`config.mk`:
```
export PLATFORM = sky130hd
export DESIGN_NAME = uart_rx_fe
export DESIGN_NICKNAME = d
export VERILOG_FILES = /design/src/rtl/uart_rx_fe.sv
export SDC_FILE = /design/constraint.sdc
export NUM_CORES = 1
export LEC_CHECK = 0
export ABC_CLOCK_PERIOD_IN_PS = 2400
export BUFFER_PORTS_ARGS = -buffer_cell sky130_fd_sc_hd__clkbuf_2
export CORE_MARGIN = 10
export CORE_UTILIZATION = 38
export DETAILED_ROUTE_END_ITERATION = 8
export SLEW_MARGIN = 5
export SYNTH_ARGS = -nofsm -noshare
export SYNTH_HDL_FRONTEND = slang
export SYNTH_SLANG_ARGS = --single-unit
```
`constraint.sdc`:
```
create_clock -name clk -period 2.4 [get_ports clk]
set_input_delay 0.6 -clock clk [delete_from_list [all_inputs] [get_ports clk]]
set_output_delay 0.6 -clock clk [all_outputs]
set_load 0.02 [all_outputs]
```
`src/rtl/uart_rx_fe.sv`:
```
// uart_rx_fe: serial receive front end for the UART command path.
// Turns an asynchronous 8N1 line into bytes, each presented with a
// one-cycle strobe. It also flags framing errors and line-break conditions.
//
// Ports:
//   clk        in   system clock, rising-edge
//   rst        in   synchronous active-high reset
//   rx         in   asynchronous serial input, idles high
//   rx_data    out  last correctly framed byte (LSB received first)
//   rx_ready   out  one-cycle strobe: rx_data updated this cycle
//   frame_err  out  one-cycle strobe: stop bit sampled low
//   rx_busy    out  high while a frame is being received
//   line_break out  high while the line is held low after a framing error
module uart_rx_fe #(
    parameter int CLK_FREQ     = 50000000,
    parameter int BAUD         = 115200,
    parameter int CLKS_PER_BIT = CLK_FREQ / BAUD
) (
    input  logic       clk,
    input  logic       rst,
    input  logic       rx,
    output logic [7:0] rx_data,
    output logic       rx_ready,
    output logic       frame_err,
    output logic       rx_busy,
    output logic       line_break
);

    localparam int CW = $clog2(CLKS_PER_BIT);
    localparam logic [CW-1:0] HALF_M1  = CW'(CLKS_PER_BIT / 2 - 1);
    localparam logic [CW-1:0] LAST_CNT = CW'(CLKS_PER_BIT - 1);

    typedef enum logic [2:0] {S_IDLE, S_START, S_DATA, S_STOP, S_BREAK} state_t;

    state_t          r_state, w_state_nxt;
    logic            r_sync1, r_sync2;
    logic            w_rx_s;
    logic [CW-1:0]   r_cnt, w_cnt_nxt;
    logic [2:0]      r_idx, w_idx_nxt;
    logic [7:0]      r_shift, w_shift_nxt;
    logic [7:0]      r_data, w_data_nxt;
    logic            r_ready, w_ready_nxt;
    logic            r_ferr, w_ferr_nxt;
    logic            r_busy;

    assign w_rx_s     = r_sync2;
    assign rx_data    = r_data;
    assign rx_ready   = r_ready;
    assign frame_err  = r_ferr;
    assign rx_busy    = r_busy;
    assign line_break = (r_state == S_BREAK);

    always_ff @(posedge clk) begin
        if (rst) begin
            r_sync1 <= 1'b1;
            r_sync2 <= 1'b1;
            r_state <= S_IDLE;
            r_cnt   <= '0;
            r_idx   <= '0;
            r_data  <= 8'h00;
            r_ready <= 1'b0;
            r_ferr  <= 1'b0;
            r_busy  <= 1'b0;
        end else begin
            r_sync1 <= rx;
            r_sync2 <= r_sync1;
            r_state <= w_state_nxt;
            r_cnt   <= w_cnt_nxt;
            r_idx   <= w_idx_nxt;
            r_data  <= w_data_nxt;
            r_ready <= w_ready_nxt;
            r_ferr  <= w_ferr_nxt;
            // Registered from the current state so busy stays high through
            // the strobe cycle and drops on the cycle after it.
            r_busy  <= (r_state != S_IDLE);
        end
    end

    // The shift register needs no reset: it is only observed once a full
    // frame has been shifted in.
    always_ff @(posedge clk) begin
        r_shift <= w_shift_nxt;
    end

    always_comb begin
        w_state_nxt = r_state;
        w_cnt_nxt   = r_cnt;
        w_idx_nxt   = r_idx;
        w_shift_nxt = r_shift;
        w_data_nxt  = r_data;
        w_ready_nxt = 1'b0;
        w_ferr_nxt  = 1'b0;

        case (r_state)
            S_IDLE: begin
                if (!w_rx_s) begin
                    w_state_nxt = S_START;
                    w_cnt_nxt   = '0;
                end
            end
            S_START: begin
                if (r_cnt == HALF_M1) begin
                    w_cnt_nxt = '0;
                    w_idx_nxt = '0;
                    // Line back high at mid start bit: treat as a glitch.
                    w_state_nxt = w_rx_s ? S_IDLE : S_DATA;
                end else begin
                    w_cnt_nxt = r_cnt + CW'(1);
                end
            end
            S_DATA: begin
                if (r_cnt == LAST_CNT) begin
                    w_cnt_nxt   = '0;
                    w_shift_nxt = {w_rx_s, r_shift[7:1]};
                    if (r_idx == 3'd7) begin
                        w_state_nxt = S_STOP;
                    end else begin
                        w_idx_nxt = r_idx + 3'd1;
                    end
                end else begin
                    w_cnt_nxt = r_cnt + CW'(1);
                end
            end
            S_STOP: begin
                if (r_cnt == LAST_CNT) begin
                    w_cnt_nxt = '0;
                    // Leaving at mid stop bit leaves half a bit of margin
                    // for a back-to-back start bit.
                    if (w_rx_s) begin
                        w_data_nxt  = r_shift;
                        w_ready_nxt = 1'b1;
                        w_state_nxt = S_IDLE;
                    end else begin
                        w_ferr_nxt  = 1'b1;
                        w_state_nxt = S_BREAK;
                    end
                end else begin
                    w_cnt_nxt = r_cnt + CW'(1);
                end
            end
            S_BREAK: begin
                if (w_rx_s) begin
                    w_state_nxt = S_IDLE;
                end
            end
            default: begin
                w_state_nxt = S_IDLE;
            end
        endcase
    end

endmodule

```
=== After elaboration in Yosys (flattened, before gate mapping) ===
Index checks and enable logic that the tools add are counted.

* Output and inout port bits: 12
* Word-level logic and storage cells: 58
* Bits in registers: 36
* Input bits: 3

* Reductions and logical operators: 11
* Equal/unequal tests: 14
* Mux-type cells: 19
* Bitwise logic cells: 2
* Add/sub/neg operators: 2

{| class="wikitable"
|+ Operators with widths
! kind !! number
|-
| $mux W3 || 10
|-
| $mux W9 || 3
|-
| $pmux W9 S3 || 1
|-
| $pmux W3 S5 || 1
|-
| $ne A2 B2 Y1 const B || 6
|-
| $add A9 B1 Y9 const B || 1
|-
| $eq A9 B8 Y1 const B || 1
|-
| $eq A9 B9 Y1 const B || 1
|-
| $eq A3 B2 Y1 const B || 2
|-
| $eq A3 B3 Y1 const B || 2
|-
| $pmux W3 S2 || 1
|-
| $reduce_and A6 Y1 || 1
|-
| $reduce_bool A3 Y1 || 2
|-
| $reduce_and A2 Y1 || 2
|-
| $reduce_and A4 Y1 || 1
|-
| $add A3 B1 Y3 const B || 1
|-
| $eq A3 B1 Y1 const B || 1
|-
| $logic_not A3 Y1 || 1
|-
| $reduce_and A3 Y1 || 1
|-
| $reduce_or A3 Y1 || 1
|-
| $mux W1 || 2
|-
| $mux W2 || 1
|-
| $ne A2 B1 Y1 const B || 1
|-
| $not A1 Y1 || 2
|-
| other kinds (2) || 2
|}

=== Logic depth before layout (Yosys ltp) ===
Gate-level depths: netlist (run 1).

* Depth after elaboration: 4
* Mapped depth: 8

=== Worst setup path before layout (run 1) ===
OpenSTA, ideal clock, no wires.

* Path type: reg2reg
* Start point: reg r_cnt[1]
* End point: reg r_shift[0], enable pin
* Cell stages (with the launch flop): 6
* Data arrival time: 1.555 ns
* Path slack: 0.475 ns
* Path buffers: 0
* Required time: 2.030 ns
* Path through: dfxtp_1 inv_1 ha_1 nand4_1 or4_1 nor2_1

* Longest elaborated chain between the ends: 2

{| class="wikitable"
|+ RTL lines
! element !! RTL line !! RTL
|-
| start: declaration || 38 || <nowiki>logic [CW-1:0] r_cnt, w_cnt_nxt;</nowiki>
|-
| start signal: assignment || 68 || <nowiki>r_cnt <= w_cnt_nxt;</nowiki>
|-
| $eq A9 B9 Y1 || 112 || <nowiki>if (r_cnt == LAST_CNT) begin</nowiki>
|-
| $reduce_and A2 Y1 (no line) || - ||
|-
| end signal: assignment || 82 || <nowiki>r_shift <= w_shift_nxt;</nowiki>
|-
| end: declaration || 40 || <nowiki>logic [7:0] r_shift, w_shift_nxt;</nowiki>
|}

No other way between the ends.
A chain may end at the register's enable or synchronous reset.

=== Final worst setup path (run 1) ===
* Start point: reg r_cnt[0]
* End point: reg r_state[1]

* Longest elaborated chain between the ends: 3
* Elaborated cells between the ends (all ways): 6
* Those cells by class: 5 x eq/ne; 1 x reduce/logical

{| class="wikitable"
|+ RTL lines
! element !! RTL line !! RTL
|-
| $eq A9 B9 Y1 or $eq A9 B8 Y1 (tied branches) || 112, 125, 102 ||
|-
| $ne A2 B2 Y1 (no line) || - ||
|-
| $reduce_and A6 Y1 (no line) (*) || - ||
|-
| end signal: assignment || 67 || <nowiki>r_state <= w_state_nxt;</nowiki>
|-
| end: declaration || 35 || <nowiki>state_t r_state, w_state_nxt;</nowiki>
|}

Mark *: on every way between the ends. The rest lies on a longest branch, timed or not.

==> metrics.md, run 1 <==
| Metric | Value |
|---|---|
| Total CTS buffers | 5 |
| Worst EP arrival | 2210 ps |
| # hold bufs at CTS | 0 |
| Register area share after synthesis | 0.487 |
| Endpoints failing setup | 0 |
| Global-route usage over all layers | 0.0908 |
| Cell area after synthesis | 0.00164 mm2 |
| Multi-input gate area | 773 um2 |
| DRT iter0 DRCs | 54 |
| Die ar. | 0.00735 mm2 |
| Reg2reg start | r_cnt[0]$_SDFFE_PP0P_ |
| Cell area after layout | 0.00185 mm2 |
| M1 wire length | 1500 um |
| Slowest cell delay on critical path | 490 ps |
| Status | finished, final reports clean |
| Final #Nets | 182 |
| CTS tree | done |
| Clock Latency Late Sink | 290 ps |
| Slew margin rel. | 0.674 |
| Via count | 1198 |
| Avg Cell Area, Syn | 10.3 um2 |
| # IOs | 15 |
| Largest net degree at the start of global routing | 17 |
| Yosys reg bits | 36 |
| Combinational power share | 0.238 |
| Layout area overhead | 12.5% |
| Antenna Nets Post-Route | 0 |
| Fill cells | 394 |
| Kind of end point of the critical path | flop |
| Cells after synthesis | 160 |
| Worst R2R Path Depth | 7 |
| Worst-path maximum fanout | 9 |
| Internal power | 1.11 mW |
| Power per cell area | 864 mW/mm2 |
| Static leakage | 0.641 nW |
| Num Clock Sinks | 36 |
| IO Port Bufs | 14 |
| Vias in the first global route | 1098 |
| Worst Hold End | r_sync2$_SDFF_PP1_ |
| Peak VDD IR | 0.394 mV |
| Min-delay src | r_sync1$_SDFF_PP1_ |
| Core ar. | 0.00409 mm2 |
| R2r endpoint | r_state[1]$_SDFFE_PP0P_ |
| Max cap viols | 0 |
| Seq pwr share | 0.435 |
| Met3 WL post-DR | 174 um |
| Req. time, crit path | 2580 ps |
| Setup TNS | 0 ps |
| Tightest Pin Transition | 490 ps |
| Post-synth cell types | 47 |
| Final Hold Vio Count | 0 |
| Fmax | 0.493 GHz |
| Wire per inst | 14.1 um |
| Final HPWL DP | 2340 um |
| Clk buf depth | 2 |
| Yosys warnings | 0 |
| GP Congestion | 0.799 |
| Final WL | 3160 um |
| Reg area | 801 um2 |
| First-pass GRT wire length | 5440 um |
| CTS resizes | 0 |
| Worst path cell trace | inv_1 > ha_1 > or4b_4 > nor3_2 > a2bb2oi_4 > o2111ai_1 > nor3b_2 |
| Initial antenna violation count | 0 |
| Unrepaired setup endpoints after global routing | false |
| Period minus WS final | 2030 ps |
| Diodes inserted | 0 |
| Clock power frac | 0.327 |
| Post-Syn Nets | 168 |
| Slowest CP cell | or4b_4 |
| Reg clk slew, reported paths | 70 ps |
| DRC errors left | 0 |
| Die Y-Extent | 85.8 um |
| Die Wd | 85.8 um |
| Worst Clk Skew | 4.86 ps |
| Congestion Overflow GR | 0 |
| Area post-placement | 0.00174 mm2 |
| Initial Util | 0.402 |
| Setup CP Type | reg -> reg |
| # H-tree levels | 2 |
| Worst Setup Start Kind | flop |
| Sw power | 0.488 mW |
| Max Used Layer | met4 |
| R2r setup slk | 370 ps |
| Drt first pass iters | 4 |
| Rows | 23 |
| Final max-slew violation count | 0 |
| DR vias/cell | 5.32 |
| Clk root buf | clkbuf_8 |
| Hold Path Stages | 1 |
| Setup bufs post-CTS | 0 |
| DR WL met2 | 1430 um |
| Share of layout cells above drive strength 1 | 0.217 |
| Switching part of the total | 0.306 |
| Tightest Hold Check Type | reg -> reg |
| Final worst-path cycle share | 0.844 |
==> power groups by stage <==
stage	Clock (mW)	Combinational [mW]	Sequential [mW]
3_5_place_dp	0	0.385	0.707
3_3_place_gp	0	0.379	0.705
2_1_floorplan	0	0.340	0.694
5_1_grt	0.570	0.421	0.699
4_1_cts	0.539	0.386	0.693
6_report	0.521	0.380	0.695
==> layout make-up <==
cell class / count / area share
inverter: 4 / 0.00812
sequential: 36 / 0.433
timing repair buffer: 16 / 0.0460
clock buffer: 5 / 0.0372
tap: 50 / 0.0339
clock inverter: 3 / 0.0230
multi-input combinational: 111 / 0.418
==> kinds of logic after synthesis <==
family	synth area share
buffers and inverters	0.0419
multiplexers	0.0487
adder cells (fa/ha/maj)	0.0381
AND/OR/NAND/NOR	0.254
AO/OA/AOI/OAI	0.129
flip-flops	0.487
==> critical path, delay by kind of cell, from the launching register on <==
family	cells	cell delay [ps]
simple gates	3	910
buf+inv	1	100
fa+ha+maj	1	150
compound gates	2	420
flops	1	340
==> cells in the mapped netlist, drive strengths merged <==
cell	n	area [um2]
o2bb2ai	1	15.0
o21ai	3	15.0
o21bai	1	7.51
a2bb2oi	1	26.3
a211oi	1	7.51
o22ai	1	12.5
a21oi	6	30.0
nand2b	3	18.8
a21boi	1	7.51
or4	1	7.51
and4	1	8.76
edfxtp	8	240
buf	7	46.3
dfxtp	28	561
a31o	3	26.3
nand3b	2	15.0
ha	5	62.6
o21a	2	15.0
clkbuf	2	7.51
and2b	1	7.51
mux2i	8	80.1
a21o	1	8.76
or4b	1	13.8
or2	3	18.8
and2	2	12.5
a31oi	4	25.0
a22oi	1	7.51
o2111ai	1	8.76
or3b	2	17.5
inv	4	15.0
nor2	17	63.8
nand4	1	6.26
nor3	5	30.0
nor2b	2	12.5
nor3b	3	27.5
or3	4	25.0
nor4	4	40.0
nor4b	1	15.0
nand3	8	40.0
nand2	10	37.5
==> worst max path at each step <==
stage                          start                 endpoint  slack [ps]  depth (start not counted)
2_1_floorplan  r_cnt[1]$_SDFFE_PP0P_     r_shift[0]$_DFFE_PP_         470                          5
3_3_place_gp   r_cnt[0]$_SDFFE_PP0P_  r_state[1]$_SDFFE_PP0P_         370                          7
3_5_place_dp   r_cnt[0]$_SDFFE_PP0P_  r_state[1]$_SDFFE_PP0P_         370                          7
4_1_cts        r_cnt[0]$_SDFFE_PP0P_  r_state[1]$_SDFFE_PP0P_         360                          7
5_1_grt        r_cnt[1]$_SDFFE_PP0P_  rx_data[2]$_SDFFE_PP0P_         210                          7
6_report       r_cnt[0]$_SDFFE_PP0P_  r_state[1]$_SDFFE_PP0P_         370                          7
==> through the flow <==
step                instances  utilization  power, mW  setup slack, ps  hold WS [ps]
finish                    225        0.452       1.60              373           412
floorplan                 160            -       1.03              475           389
global route              225        0.452       1.69              206           435
CTS                       225        0.452       1.62              360           415
detailed placement        217        0.425       1.09              373           398
global placement          217        0.425       1.08              365           398
==> cells in the final DEF (no fill, tap or decap), types with 2 or more instances in the layout <==
cell type,n
mux2i_1,8
o21a_1,2
or2_2,3
clkbuf_8,5
nand3_1,8
nor4_1,3
o21ai_0,3
buf_4,2
or3_1,4
a31o_2,2
nor2b_1,2
nor2_1,17
a31oi_1,4
dfxtp_1,28
edfxtp_1,8
ha_1,5
nand2b_1,3
inv_1,4
a21oi_1,6
nor3_1,4
clkbuf_2,14
or3b_1,2
nand3b_1,2
and2_1,2
nor3b_1,2
nand2_1,10
==> sequential cells by signal (all words and copies together), names as in the netlist <==
signal and flops:
r_cnt 9, r_shift 8, rx_data 8, r_idx 3
r_state 3, frame_err 1, r_sync1 1, r_sync2 1
rx_busy 1, rx_ready 1
==> routing by layer <==
metal | global-route usage | vias to the layer above
li1 | - | 600
met1 | 0.111 | 575
met2 | 0.135 | 17
met3 | 0.0369 | 6
met4 | 0.0449 | 0
met5 | 0 | -
Power figures use the tool's default switching activity.
==> inputs of run 2 (changes only) <==
--- a/config.mk
+++ b/config.mk
@@ -5,7 +5,7 @@
 export SDC_FILE = /design/constraint.sdc
 export NUM_CORES = 1
 export LEC_CHECK = 0
-export ABC_CLOCK_PERIOD_IN_PS = 2400
+export ABC_CLOCK_PERIOD_IN_PS = 1700
 export BUFFER_PORTS_ARGS = -buffer_cell sky130_fd_sc_hd__clkbuf_2
 export CORE_MARGIN = 10
 export CORE_UTILIZATION = 38
==> constraint.sdc (replaced) <==
create_clock -name clk -period 1.7 [get_ports clk]
set_input_delay 0.425 -clock clk [delete_from_list [all_inputs] [get_ports clk]]
set_output_delay 0.425 -clock clk [all_outputs]
set_load 0.02 [all_outputs]
==> run 2 against run 1 <==
Effect of this change: the flow now finishes with violations (negative setup slack); register-to-register slack worse by 540 ps; sequential cell count stayed put; core utilization is 7.7 points higher; global-route usage is 1.4 points higher; via count is 10% higher; critical endpoint is now r_cnt[6]$_SDFFE_PP0P_.
==> metrics.md, run 2 (synthesis results as in run 1) <==
| Metric | Value |
|---|---|
| Combinational power share | 0.349 |
| Clock Latency Late Sink | 290 ps |
| DRC errors left | 0 |
| Endpoints failing setup | 31 |
| Worst R2R Path Depth | 8 |
| Area post-placement | 0.00190 mm2 |
| Period minus WS final | 1870 ps |
| DRT iter0 DRCs | 72 |
| # IOs | 15 |
| Clk root buf | clkbuf_8 |
| Core ar. | 0.00409 mm2 |
| Tightest Hold Check Type | in -> reg |
| Power per cell area | 1210 mW/mm2 |
| Internal power | 1.79 mW |
| Rows | 23 |
| Drt first pass iters | 4 |
| Seq pwr share | 0.365 |
| Clock power frac | 0.286 |
| Clk buf depth | 2 |
| Slew margin rel. | 0.732 |
| Met2 usage | 0.162 |
| Worst Clk Skew | 7.44 ps |
| Final WL | 3760 um |
| Pre-CTS WS | -224 ps |
| Die Y-Extent | 85.8 um |
| Switching part of the total | 0.313 |
| Diodes inserted | 0 |
| Most common cell after layout, fill and taps aside | dfxtp_1 |
| First-pass GRT wire length | 6260 um |
| Via count | 1319 |
| Reg2reg start | r_cnt[0]$_SDFFE_PP0P_ |
| Cell area after layout | 0.00216 mm2 |
| Worst setup slack after layout | -168 ps |
| Final max-slew violation count | 0 |
| Worst Setup SP | r_cnt[0]$_SDFFE_PP0P_ |
| Vias in the first global route | 1295 |
| Status | finished, violations left |
| Total CTS buffers | 5 |
| CTS tree | done |
| Kind of end point of the critical path | flop |
| Share of layout cells above drive strength 1 | 0.381 |
| Met3 GRT Util | 0.0407 |
| Commonest non-fill, non-tap cells in the layout | dfxtp_1, buf_4, nor2_1, clkbuf_2, nand2_1 |
| Initial antenna violation count | 0 |
| Final HPWL DP | 2570 um |
| Global-route usage over all layers | 0.104 |
| GP Congestion | 0.877 |
| Static leakage | 0.807 nW |
| CP endpoint | r_cnt[6]$_SDFFE_PP0P_ |
| R2r setup slk | -170 ps |
| Wire per inst | 14.9 um |
| Fmax | 0.535 GHz |
| Peak VDD IR | 0.642 mV |
| Final #Nets | 209 |
| Req. time, crit path | 1870 ps |
| Number of flip-flops in the largest register | 9 |
| Final Hold Vio Count | 0 |
| Met1 Use GR | 0.124 |
| Min-delay src | rx |
| Initial Util | 0.402 |
| Largest net degree at the start of global routing | 17 |
| IO Port Bufs | 14 |
| Unrepaired setup endpoints after global routing | true |
| GRT busiest layer | met2 |
| Worst-path maximum fanout | 5 |
| Setup CP Type | reg -> reg |
| Congestion Overflow GR | 0 |
| R2r endpoint | r_cnt[6]$_SDFFE_PP0P_ |
| Sw power | 0.817 mW |
| Layout area overhead | 31.7% |
| Worst EP arrival | 2040 ps |
| DR vias/cell | 5.23 |
| Reg clk slew, reported paths | 70 ps |
| Tightest Pin Transition | 401 ps |
| Failing checks | negative setup slack |
| Worst Setup Start Kind | flop |
| Top reg by flops | r_cnt |
| # H-tree levels | 2 |
| Max cap viols | 0 |
| Final worst-path cycle share | 1.10 |
| Die ar. | 0.00735 mm2 |
| Antenna Nets Post-Route | 0 |
| Die Wd | 85.8 um |
| Num Clock Sinks | 36 |
[run 2: timing repair]
action | 4_1_cts | 5_1_grt
resized for setup | 14 | 6
setup buffers | 6 | 2
pin swaps | 9 | 3
hold buffers | 0 | 0
endpoints found under the setup margin | 31 | 32
gates cloned | 1 | 0
[run 2: worst min path at each step]
stage | endpoint | slack (ps) | cells after the start
after floorplan | r_sync2$_SDFF_PP1_ | 390 | 1
after global placement | r_sync2$_SDFF_PP1_ | 400 | 1
after detailed placement | r_sync2$_SDFF_PP1_ | 400 | 1
after CTS | r_sync1$_SDFF_PP1_ | 310 | 2
after global routing | r_sync1$_SDFF_PP1_ | 320 | 2
final | r_sync1$_SDFF_PP1_ | 320 | 2
[run 2: area by class of cell]
cell class / instances / area (um2)
Clock inverter: 3 / 42.5
Clock buffer: 5 / 68.8
Inverter: 4 / 15.0
Sequential cell: 36 / 803
Multi-Input combinational cell: 112 / 863
Timing Repair Buffer: 42 / 308
Fill cell: 353 / 1920
Tap cell: 50 / 62.6
[run 2: per-stage QoR]
| step | utilization | total power, mW | hold slack (ps) | setup TNS [ps] | cells |
|---|---|---|---|---|---|
| 3_3_place_gp | 0.464 | 1.64 | 401 | -1610 | 235 |
| 2_1_floorplan | - | 1.48 | 389 | -880 | 160 |
| 4_1_cts | 0.521 | 2.57 | 308 | -2020 | 250 |
| 5_1_grt | 0.529 | 2.74 | 322 | -5410 | 252 |
| 3_5_place_dp | 0.464 | 1.67 | 398 | -3370 | 235 |
| 6_report | 0.529 | 2.61 | 317 | -2380 | 252 |
[run 2: critical path: stages (launching register included)]
cell and delay (ps):
dfxtp_2 340, inv_2 50, ha_1 130, or4b_4 500, nor3_4 210, a2bb2oi_4 220, buf_6 140, or3_1 100
a31oi_1 70
[run 2: power by group through the flow]
| stage | Sequential (mW) | Combinational [mW] | Clock [mW] |
|---|---|---|---|
| after floorplan | 0.988 | 0.492 | 0 |
| after detailed placement | 0.972 | 0.694 | 0 |
| after global placement | 0.966 | 0.675 | 0 |
| final | 0.953 | 0.910 | 0.746 |
| after global routing | 0.958 | 0.977 | 0.805 |
| after CTS | 0.952 | 0.850 | 0.768 |
[run 2: routing by layer]
metal	vias up	wire length (um)	part of all wire
li1	660	-	-
met1	630	1710	0.45
met2	27	1820	0.48
met3	2	203	0.054
met4	0	32	0.0085
met5	-	0	0
==> inputs of run 3 (changes only) <==
--- a/config.mk
+++ b/config.mk
@@ -7,9 +7,12 @@
 export LEC_CHECK = 0
 export ABC_CLOCK_PERIOD_IN_PS = 1700
 export BUFFER_PORTS_ARGS = -buffer_cell sky130_fd_sc_hd__clkbuf_2
+export CELL_PAD_IN_SITES_DETAIL_PLACEMENT = 0
+export CELL_PAD_IN_SITES_GLOBAL_PLACEMENT = 1
 export CORE_MARGIN = 10
 export CORE_UTILIZATION = 38
 export DETAILED_ROUTE_END_ITERATION = 8
+export PLACE_DENSITY_LB_ADDON = 0.1
 export SLEW_MARGIN = 5
 export SYNTH_ARGS = -nofsm -noshare
 export SYNTH_HDL_FRONTEND = slang
==> run 3 against run 2 <==
Effect of this change: the run still ends with negative setup slack left; fmax is 3.5% lower; sequential cell count stayed put; largest power group unchanged; critical endpoint is now r_state[2]$_SDFFE_PP0P_; clock skew hardly changed.
==> metrics.md, run 3 (synthesis results as in run 1) <==
| Metric | Value |
|---|---|
| DRT iter0 DRCs | 70 |
| Reg clk slew, reported paths | 70 ps |
| # IOs | 15 |
| Unrepaired setup endpoints after global routing | true |
| Layout area overhead | 33.8% |
| M1 wire length | 1660 um |
| Final WL | 3810 um |
| Seq pwr share | 0.371 |
| Vias in the first global route | 1251 |
| Combinational power share | 0.340 |
| Share of layout cells above drive strength 1 | 0.382 |
| Period minus WS final | 1940 ps |
| Top reg by flops | r_cnt |
| Worst setup slack after layout | -236 ps |
| Congestion Overflow GR | 0 |
| Worst-path maximum fanout | 5 |
| Fmax | 0.517 GHz |
| Die Y-Extent | 85.8 um |
| Clock Latency Late Sink | 290 ps |
| DRC errors left | 0 |
| # hold bufs at CTS | 0 |
| Worst EP arrival | 2170 ps |
| Setup TNS | -4260 ps |
| Req. time, crit path | 1940 ps |
| Setup CP Type | reg -> reg |
| Commonest non-fill, non-tap cells in the layout | dfxtp_1, buf_4, nor2_1, clkbuf_2, nand2_1 |
| Tightest Hold Check Type | in -> reg |
| Number of flip-flops in the largest register | 9 |
| Final #Nets | 211 |
| Final max-slew violation count | 0 |
| Met3 WL post-DR | 147 um |
| Drt first pass iters | 4 |
| Slew margin rel. | 0.722 |
| DR WL met2 | 1890 um |
| Total CTS buffers | 5 |
| Hold Path Stages | 2 |
| Worst Hold End | r_sync1$_SDFF_PP1_ |
| Failing checks | negative setup slack |
| Multi-input gate area | 886 um2 |
| Worst R2R Path Depth | 9 |
| Die ar. | 0.00735 mm2 |
| Antenna Nets Post-Route | 0 |
| CTS tree | done |
| Most common cell after layout, fill and taps aside | dfxtp_1 |
| Core ar. | 0.00409 mm2 |
| Reg area | 803 um2 |
| Worst Clk Skew | 7.18 ps |
| Initial antenna violation count | 0 |
| Via count | 1337 |
| Num Clock Sinks | 36 |
| R2r setup slk | -240 ps |
| Final HPWL DP | 2610 um |
| First-pass GRT wire length | 6350 um |
| Clock power frac | 0.289 |
| Initial Util | 0.402 |
| Rows | 23 |
| Tightest Pin Transition | 417 ps |
| Overall Power | 2.57 mW |
| Endpoints failing setup | 31 |
| Power per cell area | 1170 mW/mm2 |
| Hold Slack | 315 ps |
| Largest net degree at the start of global routing | 17 |
| Clk buf depth | 2 |
| Max Used Layer | met4 |
| Diodes inserted | 0 |
| Worst Setup Start Kind | flop |
| Final Hold Vio Count | 0 |
| Global-route usage over all layers | 0.108 |
| Clk root buf | clkbuf_8 |
| Internal power | 1.76 mW |
| IO Port Bufs | 14 |
| Kind of end point of the critical path | flop |
| Peak VDD IR | 0.557 mV |
| Sw power | 0.808 mW |
| Final worst-path cycle share | 1.14 |
| Die Wd | 85.8 um |
| Status | finished, violations left |
| # H-tree levels | 2 |
| GP Congestion | 0.736 |
| Pre-CTS WS | -203 ps |
| Wire per inst | 15.0 um |
| Switching part of the total | 0.315 |
| Static leakage | 0.820 nW |
| Reg2reg start | r_cnt[0]$_SDFFE_PP0P_ |
| Min-delay src | rx |
| R2r endpoint | r_state[2]$_SDFFE_PP0P_ |
| Fill cells | 365 |
| Max cap viols | 0 |
| DR vias/cell | 5.26 |
==> run 3: cell count changes in the layout (fill, tap and decap cells not counted), sizes merged <==
cell and delta:
a2bb2oi +1, clkbuf +2, clkinvlp -1
==> run 3: metrics by stage <==
stage	cell area, um2	util	std cells
6_report	2200	0.538	254
5_1_grt	2200	0.538	254
4_1_cts	2140	0.523	250
3_5_place_dp	1910	0.467	235
3_3_place_gp	1910	0.467	235
2_1_floorplan	1660	-	160
==> run 3: worst max-delay path: stages, from the launching register on <==
cell       delay [ps]
dfxtp_2           340
inv_2              70
ha_4              110
or4b_4            490
nor3_4            230
buf_4             170
buf_6             100
o2bb2ai_4         100
nor3b_2           160
o21a_1            120
==> run 3: worst max path at each step <==
stage / startpoint / end / slack [ps] / cells after the start
final: r_cnt[0]$_SDFFE_PP0P_ / r_state[2]$_SDFFE_PP0P_ / -240 / 9
after global routing: r_cnt[0]$_SDFFE_PP0P_ / r_state[2]$_SDFFE_PP0P_ / -330 / 9
after CTS: r_cnt[0]$_SDFFE_PP0P_ / r_state[2]$_SDFFE_PP0P_ / -160 / 8
after detailed placement: r_cnt[1]$_SDFFE_PP0P_ / r_state[1]$_SDFFE_PP0P_ / -200 / 7
after global placement: r_cnt[1]$_SDFFE_PP0P_ / r_state[1]$_SDFFE_PP0P_ / -150 / 7
after floorplan: r_cnt[0]$_SDFFE_PP0P_ / r_state[1]$_SDFFE_PP0P_ / -90 / 7
==> run 3: final cells by class <==
type	instances	area share
multi-input combinational	113	0.403
sequential	36	0.365
timing repair buffer	43	0.147
clock buffer	6	0.0330
tap	50	0.0285
clock inverter	2	0.0159
inverter	4	0.00683
==> run 3: power groups by stage <==
| stage | registers [mW] | logic, mW | clock network, mW |
|---|---|---|---|
| global route | 0.957 | 0.965 | 0.817 |
| floorplan | 0.988 | 0.492 | 0 |
| detailed placement | 0.968 | 0.714 | 0 |
| CTS | 0.950 | 0.859 | 0.775 |
| global placement | 0.967 | 0.699 | 0 |
| finish | 0.951 | 0.873 | 0.742 |
==> run 3: per-layer routing <==
metal,vias up,global-route usage
met5,-,0
met4,0,0.0449
met3,10,0.0388
li1,666,-
met2,21,0.178
met1,640,0.124
==> run 3: what timing repair did <==
item | 4_1_cts | 5_1_grt
pin swaps | 4 | 3
gates cloned | 2 | 0
setup endpoints to repair | 31 | 32
gates resized for setup | 9 | 11
buffers inserted | 5 | 5
